### config.mk
export PLATFORM = sky130hd
export DESIGN_NAME = m_shift_sequencer
export DESIGN_NICKNAME = d
export VERILOG_FILES = /design/src/rtl/m_shift_sequencer.sv
export SDC_FILE = /design/constraint.sdc
export NUM_CORES = 1
export LEC_CHECK = 0
export ABC_AREA = 1
export CELL_PAD_IN_SITES_DETAIL_PLACEMENT = 0
export CELL_PAD_IN_SITES_GLOBAL_PLACEMENT = 1
export CORE_MARGIN = 8
export CORE_UTILIZATION = 42
export CTS_CLUSTER_DIAMETER = 80
export DETAILED_ROUTE_END_ITERATION = 12
export PLACE_DENSITY = 0.95
export SYNTH_ARGS = -nofsm -noshare
export SYNTH_HDL_FRONTEND = slang
export SYNTH_SLANG_ARGS = --single-unit
export TNS_END_PERCENT = 20
### constraint.sdc
create_clock -name clk -period 6.7 [get_ports clk]
set_clock_uncertainty 0.15 [all_clocks]
set_input_delay 1.34 -clock clk [delete_from_list [all_inputs] [get_ports clk]]
set_output_delay 1.34 -clock clk [all_outputs]
set_load 0.01 [all_outputs]
### src/rtl/m_shift_sequencer.sv
// Iterative multi-cycle shift unit for the execute stage.
// Shifts or rotates an operand by up to 31 positions, moving at most STEP bit positions
// per cycle instead of using a full barrel shifter. One operation is in flight at a time.
//
// Ports:
//   clk        - clock, all state updates on the rising edge
//   rst        - synchronous active-high reset
//   flush      - abort in-flight op and drop any unconsumed result
//   in_valid   - request valid
//   in_ready   - unit is idle and can accept a request
//   in_op      - 0 SHL, 1 SHR, 2 ASR, 3 ROL, 4 ROR, 5-7 reserved (pass-through)
//   in_amount  - shift amount 0..31
//   in_operand - value to shift
//   out_valid  - result valid (registered)
//   out_ready  - consumer accepts the result
//   out_result - shifted value (registered, holds the last value outside DONE)
//   busy       - high in any state other than IDLE
module m_shift_sequencer #(
  parameter int unsigned XLEN = 32,
  parameter int unsigned STEP = 4
) (
  input  logic            clk,
  input  logic            rst,
  input  logic            flush,
  input  logic            in_valid,
  output logic            in_ready,
  input  logic [2:0]      in_op,
  input  logic [4:0]      in_amount,
  input  logic [XLEN-1:0] in_operand,
  output logic            out_valid,
  input  logic            out_ready,
  output logic [XLEN-1:0] out_result,
  output logic            busy
);

  typedef enum logic [1:0] {StIdle, StShift, StDone} state_e;

  localparam logic [4:0] StepAmt = 5'(STEP);
  localparam logic [5:0] XlenAmt = 6'(XLEN);

  localparam logic [2:0] OpShl = 3'd0;
  localparam logic [2:0] OpShr = 3'd1;
  localparam logic [2:0] OpAsr = 3'd2;
  localparam logic [2:0] OpRol = 3'd3;
  localparam logic [2:0] OpRor = 3'd4;

  state_e          state;
  logic [2:0]      op;
  logic [XLEN-1:0] acc;
  logic [4:0]      remain;

  logic [4:0]      step_n;
  logic [5:0]      rot_back;
  logic [XLEN-1:0] acc_next;

  assign in_ready = (state == StIdle);
  assign busy     = (state != StIdle);

  // One step of the shift: move by min(remain, STEP). step_n is never 0 while in SHIFT,
  // so the rotate complement XLEN - step_n stays below XLEN.
  always_comb begin
    step_n   = (remain < StepAmt) ? remain : StepAmt;
    rot_back = XlenAmt - {1'b0, step_n};
    acc_next = acc;
    case (op)
      OpShl:   acc_next = acc << step_n;
      OpShr:   acc_next = acc >> step_n;
      OpAsr:   acc_next = $signed(acc) >>> step_n;
      OpRol:   acc_next = (acc << step_n) | (acc >> rot_back);
      OpRor:   acc_next = (acc >> step_n) | (acc << rot_back);
      default: acc_next = acc;
    endcase
  end

  always_ff @(posedge clk) begin
    if (rst) begin
      state      <= StIdle;
      op         <= '0;
      acc        <= '0;
      remain     <= '0;
      out_valid  <= 1'b0;
      out_result <= '0;
    end else if (flush) begin
      // out_result keeps its last value; only the handshake is dropped.
      state     <= StIdle;
      out_valid <= 1'b0;
    end else begin
      case (state)
        StIdle: begin
          if (in_valid) begin
            op     <= in_op;
            acc    <= in_operand;
            remain <= in_amount;
            if ((in_amount == 5'd0) || (in_op > OpRor)) begin
              state      <= StDone;
              out_valid  <= 1'b1;
              out_result <= in_operand;
            end else begin
              state <= StShift;
            end
          end
        end
        StShift: begin
          acc    <= acc_next;
          remain <= remain - step_n;
          if (remain == step_n) begin
            state      <= StDone;
            out_valid  <= 1'b1;
            out_result <= acc_next;
          end
        end
        StDone: begin
          if (out_ready) begin
            state     <= StIdle;
            out_valid <= 1'b0;
          end
        end
        default: begin
          state     <= StIdle;
          out_valid <= 1'b0;
        end
      endcase
    end
  end

  a_valid_in_done : assert property (@(posedge clk) disable iff (rst)
    out_valid |-> (state == StDone));

  a_result_stable : assert property (@(posedge clk) disable iff (rst)
    (out_valid && !out_ready && !flush) |=> $stable(out_result));

endmodule

==> results of run 1 <==
## cell type report
cell class / instances / area, um2
Clock inverter: 4 / 51.30
Multi-Input combinational cell: 995 / 4618
Fill cell: 1818 / 8348
Inverter: 166 / 623.1
Timing Repair Buffer: 90 / 868.3
Sequential cell: 75 / 1501
Clock buffer: 10 / 239.0
Tap cell: 220 / 275.3
## registers in the layout (all words and copies together), names as in the netlist
signal,flops
remain,5
acc,32
out_result,32
op,3
out_valid,1
state,2
## logic make-up (layout without fill, tap and decap cells)
| group | after synthesis | in the layout |
|---|---|---|
| multiplexers | 1 | 1 |
| AO/OA/AOI/OAI | 293 | 293 |
| AND/OR/NAND/NOR | 698 | 698 |
| flip-flops | 75 | 75 |
| adder cells (fa/ha/maj) | 2 | 2 |
| other | 1 | 1 |
| buffers and inverters | 241 | 270 |
## metrics by stage
stage	instances	hold slack [ns]	worst slack [ns]	util (%)
after floorplan	1311	0.3075	3.903	-
after global placement	1546	0.3293	2.527	47.72
after detailed placement	1546	0.3461	2.514	47.72
after CTS	1560	0.3601	2.621	49.48
after global routing	1560	0.3922	2.263	49.48
final	1560	0.3592	2.393	49.48
## synth_stat cells (9+ instances only)
| cell | n |
|---|---|
| a21oi_1 | 74 |
| o21ai_0 | 100 |
| inv_1 | 155 |
| o211ai_1 | 27 |
| buf_2 | 21 |
| dfxtp_1 | 75 |
| o2111ai_1 | 9 |
| clkbuf_1 | 39 |
| nand4_1 | 14 |
| o21ai_1 | 40 |
| nand2_1 | 419 |
| inv_2 | 11 |
| nand3_1 | 125 |
| nor2_1 | 114 |
| o22ai_1 | 12 |
## worst paths after layout
path / startpoint / slack [ns] / to / cells past startpoint
min reg2reg: op[0] / 0.36 / op[0] / 2
max: remain[3] / 2.39 / out_result[8] / 19
max reg2reg: remain[3] / 2.39 / out_result[8] / 19
min: op[0] / 0.36 / op[0] / 2
## critical path: stages, from the launching register on
cell and delay (ns):
dfxtp_1 0.42, nor2_4 0.13, nand2_4 0.32, nor2_2 0.07, inv_2 0.46, ha_1 0.26, inv_1 0.08, nor2_4 0.40
inv_2 0.25, nor2_4 0.29, nand2_1 0.30, inv_2 0.21, o21ai_0 0.11, o21ai_1 0.20, nor2_1 0.12, o21ai_1 0.09
o211ai_1 0.14, nand3_1 0.12, nand2_1 0.06, inv_1 0.05
## per-layer routing
layer	vias up	GRT usage, %	wire length (um)
li1	4326	-	-
met1	4124	41.27	14100
met2	658	41.60	12990
met3	108	7.494	4069
met4	0	11.71	1231
met5	-	0	0
## power groups by stage
stage | logic [mW] | clock network, mW | registers (mW)
after floorplan | 0.583 | 0 | 0.526
after global placement | 0.907 | 0 | 0.528
after detailed placement | 0.893 | 0 | 0.529
after CTS | 0.896 | 0.498 | 0.520
after global routing | 0.998 | 0.515 | 0.525
final | 0.941 | 0.491 | 0.521
==> out/metrics.yaml, run 1 <==
synth_top_family_by_area: "simple AND/OR/NAND/NOR gates"
root_buffer: "clkbuf_16"
setup_viol: 0
synth_compound_area_share_pct: 23.48
hp-class: "flip-flop to flip-flop"
post_cts_resized: 0
rsz0062_at_grt: "false"
numCtsBuffers: 9
vias: 9216
ys_async_sr_fraction_pct: 0
clk_pin_slew_worst_paths_ns: 0.06
synthAdderAreaFrac_pct: 0.3531
power_mw: 1.954
peakVddDrop_mv: 0.1433
synth_ff_type: "dfxtp_1"
layout-drive-gt1-share_pct: 4.030
place.gp.congestion: 1.079
die_area_um2: 21290
p_leak_nw: 4.066
wl_per_cell_um: 20.77
slew_violations: 0
hold_buffers: 0
grt_max_degree: 63
clockBufferDepth: 2
syn-num-nets: 1358
netlist.area_leader.share_pct: 22.19
grt_usage_pct: 29.39
portBuffers: 79
outcome: "completed"
synthMuxAreaShare_pct: 0.1412
max-cap-violations: 0
finalSetupTns_ns: 0
netlist_area_um2: 7087
num-nets-final: 1384
row_count: 47
crit_arrival_ns: 4.45
core_region_area_um2: 16520
power_switching_mw: 0.9000
p_comb_share_pct: 48.2
ys_top_cells_by_area: "nand2_1 22%, dfxtp_1 21%, nand3_1 8.8%"
cts_setup_buffers: 0
synthXorXnorAreaFrac_pct: 0
firstDrtPassIters: 6
start_util_pct: 42.89
maxSlewHeadroom_pct: 29.92
wl_mm: 32.39
report.final.hold_viol_count: 0
swShare_pct: 46.06
end_kind: "flip-flop"
dp_hpwl_mm: 24.00
postSynthCellCount: 1311
synth-seq-area-share_pct: 21.19
drc: 0
mostFrequentLayoutCell: "nand2_1"
antenna_left: 0
diodes: 0
crit_required_ns: 6.84
ys_types: 40
synthSimpleGateAreaFrac_pct: 41.01
overflow: 0
finalCritPeriodShare_pct: 64.28
final_cell_mix: "419 x nand2_1, 155 x inv_1, 125 x nand3_1, 113 x nor2_1, 100 x o21ai_0"
cts_sinks: 75
yosysTopAreaCell: "nand2_1"
htreeDepth: 3
synth_edf_count: 0
vias_per_cell: 5.908
crit_fanout: 33
powerDensity_nw_per_um2: 238.9
worstMarginPinSlew_ns: 1.051
grt_pass1_vias: 8391
syn_area_per_cell_um2: 5.406
yosysWarnings: 0
insertion_delay_ns: 0.34
antenna_found_initial: 0
ys_ff_latch: 75
fin_area_um2: 8177
dpl_cell_area_um2: 7886
layout_min_cycle_time_ns: 4.307
p_int_mw: 1.054
die_y_um: 145.9
clock.fmax_mhz: 232.2
num_io_pins: 80
synthToLayoutAreaGrowth_pct: 15.38
p_seq_share_pct: 26.7
start_kind: "flip-flop"
critPathKind: "flip-flop to flip-flop"
clock_power_share_pct: 25.2
grt_pass1_wl_mm: 49.74
die_w_um: 145.9
drt_iter0_markers: 1489
cts_tree: "built"
No activity file was read; power rests on OpenSTA's default activity.
==> run 2, diff against run 1 <==
Settings changed: CORE_UTILIZATION 42 to 39, PLACE_DENSITY 0.95 to 0.91.
Clock period 6.7 ns to 4.2 ns, I/O delays scaled along.
==> run 2 against run 1 <==
Die area increased by 6.8%. Clock power increased by 72%. Sequential power increased by 60%. Routed wire length increased by 1.4%. Worst hold slack got worse by 0.011 ns. Non-clock buffer count increased by 13. Flip-flop and latch count unchanged. Highest routed layer is now met5.
==> out/metrics.yaml, run 2 (synthesized netlist as in run 1, its figures left out) <==
crit_path_end: "out_result[28]"
cts_sinks: 75
peakVddDrop_mv: 0.2319
insertion_delay_ns: 0.35
numCtsBuffers: 9
drt_iter0_markers: 1289
start_util_pct: 39.59
root_buffer: "clkbuf_16"
crit_chain: "nand3_2 > buf_4 > inv_2 > nand2_1 > nand2_1 > o21ai_0 > o21ai_0 > o21ai_0 > nor2_1 > nand2_1 > nand2_1 > nand3_1 > nand2_1 > inv_1"
fin_area_um2: 8310
core_region_area_um2: 17900
portBuffers: 79
post_cts_resized: 0
nFillCells: 2005
finalCritPeriodShare_pct: 87.70
crit_required_ns: 4.30
diodes: 0
clock.fmax_mhz: 271.5
synthToLayoutAreaGrowth_pct: 17.27
cpPeakStageDelay_ns: 0.66
worstSetupPathDepth: 14
timing.hold.ws_ns: 0.3487
cpLargestDelayFamily: "compound AO/OA/AOI/OAI gates"
reg_top3: "acc x32, out_result x32, remain x5"
setup_viol: 0
grt_usage_pct: 28.92
crit_arrival_ns: 3.78
place.gp.congestion: 1.104
critPathKind: "flip-flop to flip-flop"
die_w_um: 150.8
reg2reg_setup_slack_ns: 0.52
antenna_found_initial: 1
num_io_pins: 80
finalSetupTns_ns: 0
cts_setup_buffers: 0
mostFrequentLayoutCell: "nand2_1"
outcome: "completed"
p_leak_nw: 4.139
cts_tree: "built"
start_kind: "flip-flop"
clk_pin_slew_worst_paths_ns: 0.06
grt_max_degree: 63
final_cell_mix: "419 x nand2_1, 155 x inv_1, 125 x nand3_1, 113 x nor2_1, 100 x o21ai_0"
report.final.hold_viol_count: 0
dpl_worst_slack_ns: 0.7710
power_mw: 3.202
num-nets-final: 1397
powerDensity_nw_per_um2: 385.2
path_buf_inv: 3
grt_pass1_wl_mm: 50.59
antenna_left: 0
hold_buffers: 0
crit_fanout: 41
worstMarginPinSlew_ns: 1.284
r2r_cells: 14
die_area_um2: 22740
r2r-start: "remain[0]"
dp_hpwl_mm: 24.81
htreeDepth: 3
cp_slowest_cell: "dfxtp_1"
wl_per_cell_um: 20.76
overflow: 0
dpl_cell_area_um2: 7995
clockBufferDepth: 2
layout-drive-gt1-share_pct: 5.022
hp-class: "flip-flop to flip-flop"
die_y_um: 150.8
row_count: 49
crit_start: "remain[0]"
finalWorstSetupSlack_ns: 0.5166
r2r-end: "out_result[28]"
max-cap-violations: 0
rsz0062_at_grt: "false"
critPathMostFrequentCell: "nand2_1"
end_kind: "flip-flop"
layout_min_cycle_time_ns: 3.683
vias_per_cell: 5.822
wl_mm: 32.86
grt_pass1_vias: 8524
maxSlewHeadroom_pct: 14.30
slew_violations: 0
final_cells: 1583
utilization_pct: 46.42
firstDrtPassIters: 6
drc: 0
vias: 9217
dp.cells: 1568
==> run 2: tightest hold or removal path, stage by stage, from the launching register on <==
cell and delay, ns:
dfxtp_1 0.31, nor2_1 0.10, a211oi_1 0.05
==> run 2: cell type report <==
cell class | instances | area, um2 | area share [%]
clock inverter | 6 | 90.09 | 1.084
clock buffer | 9 | 225.2 | 2.710
timing repair buffer | 103 | 965.9 | 11.62
sequential | 75 | 1501 | 18.07
inverter | 166 | 623.1 | 7.498
multi-input combinational | 995 | 4618 | 55.57
tap | 229 | 286.5 | 3.448
==> run 2: where the power goes <==
group          internal (mW)  switching [mW]  total [mW]
combinational          0.458            1.07        1.52
clock                  0.519           0.325       0.844
sequential             0.777          0.0561       0.833
==> run 2: layer usage <==
metal	track usage (%)	routed length, um	up-vias
met5	0	12	-
met4	12.47	1221	2
met3	6.334	3775	85
met2	41.50	13420	590
met1	40.60	14430	4187
li1	-	-	4353
==> run 2: how the worst min path moves through the flow <==
stage           endpoint  cells past startpoint      start  slack, ns
3_5_place_dp   out_valid                      2  out_valid       0.34
6_report       out_valid                      2  out_valid       0.35
3_3_place_gp   out_valid                      2  out_valid       0.33
5_1_grt        out_valid                      2  out_valid       0.38
2_1_floorplan      op[0]                      2      op[0]       0.31
4_1_cts        out_valid                      2  out_valid       0.35
